$ cat src/rtl/key_filter_pkg.sv
// Shared constants and counter sizing helper for the key filter bank.
package key_filter_pkg;

   localparam int CNT_MAX_20MS_50M = 999_999;
   localparam int LONG_CNT_1S_50M  = 49_999_999;

   localparam int LED_FOLLOW = 0;
   localparam int LED_TOGGLE = 1;

   // Bits needed to hold 0..max_val; never narrower than one bit.
   function automatic int cnt_width(input int max_val);
      return (max_val < 1) ? 1 : $clog2(max_val + 1);
   endfunction

endpackage

$ cat src/rtl/key_filter_ch.sv
// One key channel: synchroniser, debounce counter, edge pulses, LED drive.
// Long-press detection is built only when KEY_LONG_PRESS_EN is defined.
module key_filter_ch
   import key_filter_pkg::*;
#(
   parameter int SYNC_STAGES = 2,
   parameter int CNT_MAX     = CNT_MAX_20MS_50M,
`ifdef KEY_LONG_PRESS_EN
   parameter int LONG_CNT    = LONG_CNT_1S_50M,
`endif
   parameter int LED_MODE    = LED_FOLLOW
) (
   input  logic clk,
   input  logic rst_n,
   input  logic key,
   output logic level,
   output logic press,
   output logic rel,
   output logic led,
   output logic long_press
);

   localparam int CNT_W = cnt_width(CNT_MAX);
   localparam logic [CNT_W-1:0] CNT_TOP = CNT_W'(CNT_MAX);

   logic [SYNC_STAGES-1:0] sync_ff;
   logic                   sync;
   logic                   stable;
   logic [CNT_W-1:0]       cnt;
   logic                   done;
   logic                   level_nxt;
   logic                   long_hit;

   assign sync      = sync_ff[SYNC_STAGES-1];
   assign done      = (sync != stable) && (cnt == CNT_TOP);
   assign level_nxt = done ? ~sync : level;

   // stable keeps raw polarity (1 = released); level is its registered inverse.
   always_ff @(posedge clk or negedge rst_n) begin
      if (!rst_n) begin
         sync_ff <= '1;
         stable  <= 1'b1;
         cnt     <= '0;
         level   <= 1'b0;
         press   <= 1'b0;
         rel     <= 1'b0;
      end else begin
         sync_ff <= {sync_ff[SYNC_STAGES-2:0], key};
         level   <= level_nxt;
         press   <= done & ~sync;
         rel     <= done & sync;
         if (sync == stable)
            cnt <= '0;
         else if (done) begin
            cnt    <= '0;
            stable <= sync;
         end else
            cnt <= cnt + 1'b1;
      end
   end

   always_ff @(posedge clk or negedge rst_n) begin
      if (!rst_n)
         led <= 1'b0;
      else if (LED_MODE == LED_TOGGLE) begin
         if (long_hit)
            led <= 1'b0;
         else if (done & ~sync)
            led <= ~led;
      end else
         led <= level_nxt;
   end

`ifdef KEY_LONG_PRESS_EN
   localparam int LONG_W = cnt_width(LONG_CNT);
   localparam logic [LONG_W-1:0] LONG_TOP = LONG_W'(LONG_CNT);
   localparam logic [LONG_W-1:0] LONG_PRE = LONG_W'(LONG_CNT - 1);

   logic [LONG_W-1:0] lcnt;

   // Fires on the edge the counter steps onto LONG_CNT; saturation blocks repeats.
   assign long_hit = level && (lcnt == LONG_PRE);

   always_ff @(posedge clk or negedge rst_n) begin
      if (!rst_n) begin
         lcnt       <= '0;
         long_press <= 1'b0;
      end else begin
         long_press <= long_hit;
         if (!level)
            lcnt <= '0;
         else if (lcnt != LONG_TOP)
            lcnt <= lcnt + 1'b1;
      end
   end
`else
   assign long_hit   = 1'b0;
   assign long_press = 1'b0;
`endif

endmodule

$ cat src/rtl/key_filter_bank.sv
// N-channel debounced key conditioner; active-low raw keys in, active-high outputs.
// Optional long-press detection is enabled by defining KEY_LONG_PRESS_EN.
module key_filter_bank
   import key_filter_pkg::*;
#(
   parameter int CH_NUM      = 4,
   parameter int SYNC_STAGES = 2,
   parameter int CNT_MAX     = CNT_MAX_20MS_50M,
`ifdef KEY_LONG_PRESS_EN
   parameter int LONG_CNT    = LONG_CNT_1S_50M,
`endif
   parameter int LED_MODE    = LED_FOLLOW
) (
   input  logic              sys_clk,
   input  logic              sys_rst_n,
   input  logic [CH_NUM-1:0] key_in,
   output logic [CH_NUM-1:0] key_level,
   output logic [CH_NUM-1:0] key_press,
   output logic [CH_NUM-1:0] key_release,
   output logic [CH_NUM-1:0] led_out,
   output logic [CH_NUM-1:0] key_long
);

   for (genvar i = 0; i < CH_NUM; i++) begin : g_ch
      key_filter_ch #(
         .SYNC_STAGES (SYNC_STAGES),
         .CNT_MAX     (CNT_MAX),
`ifdef KEY_LONG_PRESS_EN
         .LONG_CNT    (LONG_CNT),
`endif
         .LED_MODE    (LED_MODE)
      ) u_ch (
         .clk        (sys_clk),
         .rst_n      (sys_rst_n),
         .key        (key_in[i]),
         .level      (key_level[i]),
         .press      (key_press[i]),
         .rel        (key_release[i]),
         .led        (led_out[i]),
         .long_press (key_long[i])
      );
   end

endmodule

$ cat config.mk
export PLATFORM = sky130hd
export DESIGN_NAME = key_filter_bank
export DESIGN_NICKNAME = d
export VERILOG_FILES = /design/src/rtl/key_filter_pkg.sv /design/src/rtl/key_filter_ch.sv /design/src/rtl/key_filter_bank.sv
export SDC_FILE = /design/constraint.sdc
export NUM_CORES = 1
export LEC_CHECK = 0
export CAP_MARGIN = 20
export CORE_MARGIN = 4
export CORE_UTILIZATION = 45
export CTS_CLUSTER_DIAMETER = 40
export CTS_CLUSTER_SIZE = 8
export DETAILED_ROUTE_END_ITERATION = 8
export PLACE_DENSITY = 0.73
export SYNTH_ARGS = -nofsm -noshare
export SYNTH_HDL_FRONTEND = slang
export SYNTH_HIERARCHICAL = 1
export SYNTH_SLANG_ARGS = --single-unit
$ cat constraint.sdc
create_clock -name sys_clk -period 3.4 [get_ports sys_clk]
set_input_delay 0.85 -clock sys_clk [delete_from_list [all_inputs] [get_ports sys_clk]]
set_output_delay 0.85 -clock sys_clk [all_outputs]
set_load 0.01 [all_outputs]
# Yosys cells after proc, flatten, opt, wreduce, memory -nomap -nowiden
# Index checks and enable logic that the tools add are counted.
# classes
reduce_logical	8
eq_ne	12
mux	8
add_sub_neg	4
bitwise_logic	16
# ops
operator	n
20-bit 2-to-1 mux	8
20-bit by 1-bit adder with 20-bit output (second input constant)	4
20-bit equality test (second input constant)	4
1-bit AND	8
1-bit inverter	8
2-bit AND reduction	4
1-bit equality test	4
1-bit logical AND	4
1-bit inequality test	4
# word_totals
regBits	104
inputBits	6

# Depth between registers and ports, before layout
# depth
depth_word	4
depth_mapped	7
ltp_nobuf	5

# Hierarchy
# Netlist, hierarchy kept.
# by_module_without_submodules
mod	seq_area_each_um2	n_inst	cells_per_inst	area_per_inst_um2
key_filter_ch	654.4	4	122	1277.5

# Least setup slack after synthesis
# No wires, ideal clock.
# synth_path
path_kind	flip-flop to flip-flop
startpoint	register g_ch[0].u_ch.cnt[0]
endpoint	register g_ch[0].u_ch.led
synth_period_minus_slack_ns	1.655
path_stages_with_launch	7
setup_slack_ns	1.745
t_arrival_ns	1.530
path_buffers	1
setup_ns	0.125
cell_sequence	dfrtp_1 > ha_1 > and2_1 > buf_2 > nand4_2 > or3b_4 > mux2_4
# synth_via
elab_chain_cells	2
# synth_rtl
element	line_no	rtl
start, declared	key_filter_ch.sv:29	logic [CNT_W-1:0] cnt;
start signal, assigned	key_filter_ch.sv:58	cnt <= cnt + 1'b1;
20-bit equality test	key_filter_ch.sv:35	assign done = (sync != stable) && (cnt == CNT_TOP);
1-bit logical AND	key_filter_ch.sv:35	
end signal, assigned	key_filter_ch.sv:69	led <= ~led;
end signal, assigned	key_filter_ch.sv:71	led <= level_nxt;
end, declared	key_filter_ch.sv:19	output logic led,
# Every way passes these cells.
# A chain may end at the register's enable or synchronous reset.

# Worst setup path in the final report
# layout_path
startpoint	register g_ch[2].u_ch.led
endpoint	output port led_out[2]
# layout_lines
element	line_no	rtl
start, declared	key_filter_ch.sv:19	
start signal, assigned	key_filter_ch.sv:69	
start signal, assigned	key_filter_ch.sv:71	
end, declared	key_filter_bank.sv:20	output logic [CH_NUM-1:0] led_out,
# No word-level cell between the ends.

==> reports/metrics.cfg <==
[yosys]
synth_cell_types = 32
synth_commonest_cells = dfrtp_1 (92), nor2_1 (56), xor2_1 (36), a21oi_1 (32), nand2_1 (24)
yosysTopAreaCell = dfrtp_1
synth_seq_cells = 104
synth_async_sr_flop_share = 1.00
synth_edf_count = 0
synthCells = 488
yosys_most_used_dff = dfrtp_1
synth.area.top_cells = dfrtp_1 (45%), dfstp_2 (6.2%), xor2_1 (6.2%), nor2_1 (4.1%), a21oi_1 (3.1%)
syn_nets = 498
yosysMostFrequentCell = dfrtp_1
ys_warn_count = 6
syn_avg_cell_area_sq_um = 10.5
synth_area_sq_mm = 0.00511
yosysTopAreaCellShare = 0.451
ys_seq_area_frac = 0.512

[sta]
finalWorstPathRequiredPeriod_ns = 2.12
fin_setup_tns_ns = 0
final_max_slew_viol_count = 0
setup_violations = 0
relSlewSlack = 0.497
max_freq_mhz = 471
rsz0062_at_grt = no
finClkSkew_ns = 0.00943
post-route-period-util = 0.624
hold_viol_final = 0
tightest_slew_ns = 0.755

[finish]
area_delta_synth_final_pct = 11.2
num-fill-cells = 943
ff_latch_area_sq_mm = 0.00262
multiInputGateArea_sq_mm = 0.00223
fin_nets = 503
final_util = 0.517
antennaDiodeCount = 0
drive_gt1_frac = 0.122

[drt]
via_per_inst = 5.63
first_pass_iters = 4
wirelength_mm = 9.50
drt-wirelength-per-cell_um = 14.9
antenna_left = 0
drc = 0
vias = 3589
drtIter0Drc = 152

[clock_network]
clk-insertion-delay-late_ns = 0.34
cts_htree_levels = 3
hold_buffers = 0
cts_root_buf = clkbuf_16
cts_tree = done
cts_setup_buffers = 0
cts_sinks = 104
cts.clk_slew.worst_paths_ns = 0.07
clk_path_buf_depth = 2
numCtsBuffers = 9
ctsResizeCount = 0

[outcome]
outcome = completed

[power]
power_density_mw_per_mm2 = 441
total_leakage_power_nw = 2.48
ir_worst_vdd_mv = 0.372

[worst_setup_path]
path_class = flip-flop to primary output
cp_top_family = buffers and inverters
critPathMaxStageDelay_ns = 0.55
path_max_fanout = 3
cp-start-kind = flip-flop
path_cells = clkdlybuf4s50_1
cp_slowest_cell = clkdlybuf4s50_1
crit_path_end_kind = primary output
required_ns = 2.55
path_buf_inv = 1
crit_arrival_ns = 1.27

[die]
die-area_sq_mm = 0.0131
die_h_um = 115
ios = 26
die_x_um = 115
num_rows = 38
start_util = 0.465
coreArea_sq_mm = 0.0110

[hold_path]
hold_path_class = flip-flop to flip-flop

[grt]
grtUsageTotal = 0.156
met3_usage = 0.0349
grt_pass1_wl_mm = 16.8
grt_util_met1 = 0.195
antenna_found_initial = 0
grt_overflow = 0
grt_start_max_net_pins = 59
met2_usage = 0.265
grt_pass1_vias = 3664
busiest_layer = met2

[placed_design]
gp_congestion = 0.811
hpwl_mm = 6.40
io_buffer_count = 21

[job]
drv_cap = 0

[path summary, 6_finish.rpt]
path	startpoint	end	slack, ns	cells past startpoint
hold reg to reg	g_ch[0].u_ch/sync_ff[0]$_DFF_PN1_	g_ch[0].u_ch/sync_ff[1]$_DFF_PN1_	0.36	0
min in group asynchronous	sys_rst_n	g_ch[3].u_ch/cnt[16]$_DFF_PN0_	0.58	1
setup / recovery	g_ch[2].u_ch/led$_DFFE_PN0P_	led_out[2]	1.28	1
max in group asynchronous	sys_rst_n	g_ch[0].u_ch/sync_ff[0]$_DFF_PN1_	2.05	2
setup reg to reg	g_ch[0].u_ch/cnt[0]$_DFF_PN0_	g_ch[0].u_ch/cnt[9]$_DFF_PN0_	1.35	6
hold / removal	g_ch[0].u_ch/sync_ff[0]$_DFF_PN1_	g_ch[0].u_ch/sync_ff[1]$_DFF_PN1_	0.36	0
[cells in the final DEF (no fill, tap or decap), types with 5 or more instances in the layout]
master	count
or3_1	12
nand4_1	16
clkdlybuf4s50_1	20
buf_4	5
clkbuf_16	9
or4_1	20
dfrtp_1	92
mux2_4	8
inv_1	16
and2_1	8
nand3_1	20
a21oi_1	32
o31ai_1	20
nor2_1	56
dfstp_2	12
xnor2_1	8
nand2_1	24
o21ai_0	12
and3_1	16
xor2_1	36
[where the power goes]
group / internal (W) / switching, W / total, W
logic: 0.0000239 / 0.0000548 / 0.0000787
clock network: 0.000718 / 0.000442 / 0.00116
registers: 0.00126 / 0.0000111 / 0.00127
[sequential cells by signal, summed over array words and instances (netlist names)]
| register | cells |
|---|---|
| g_ch.u_ch/stable | 4 |
| g_ch.u_ch/press | 4 |
| g_ch.u_ch/led | 4 |
| g_ch.u_ch/sync_ff | 8 |
| g_ch.u_ch/cnt | 80 |
| g_ch.u_ch/rel | 4 |
[metrics by stage]
step / instances / hold slack (ns) / instance area, sq um / worst slack (ns) / power [W]
6_report: 638 / 0.356 / 5680 / 1.28 / 0.00251
5_1_grt: 638 / 0.359 / 5680 / 1.16 / 0.00260
3_3_place_gp: 622 / 0.347 / 5340 / 1.43 / 0.00137
4_1_cts: 638 / 0.358 / 5680 / 1.26 / 0.00254
3_5_place_dp: 622 / 0.348 / 5340 / 1.36 / 0.00137
2_1_floorplan: 488 / 0.345 / 5110 / 1.74 / 0.00133
[metal layers]
layer | up-vias | part of all wire
li1 | 1721 | -
met1 | 1795 | 0.45
met2 | 55 | 0.50
met3 | 18 | 0.029
met4 | 0 | 0.021
met5 | - | 0
[final cells by class]
| cell class | instances | area share |
|---|---|---|
| Clock buffer | 10 | 0.0403 |
| Clock inverter | 6 | 0.0192 |
| Inverter | 16 | 0.0106 |
| Multi-Input combinational cell | 336 | 0.393 |
| Sequential cell | 104 | 0.461 |
| Tap cell | 140 | 0.0308 |
| Timing Repair Buffer | 26 | 0.0454 |
[cells by family (layout without fill, tap and decap cells)]
family / Yosys count / count (layout) / synth area share
DFF: 104 / 104 / 0.512
buffers and inverters: 48 / 58 / 0.0509
and+or+nand+nor: 208 / 208 / 0.249
adders and majority gates: 4 / 4 / 0.00979
xor gates and xnor gates: 44 / 44 / 0.0754
other: 4 / 4 / 0.00294
AOI/OAI and AO/OA: 68 / 68 / 0.0764
muxes: 8 / 8 / 0.0235
Note: power is estimated with default switching activity, not from simulation.
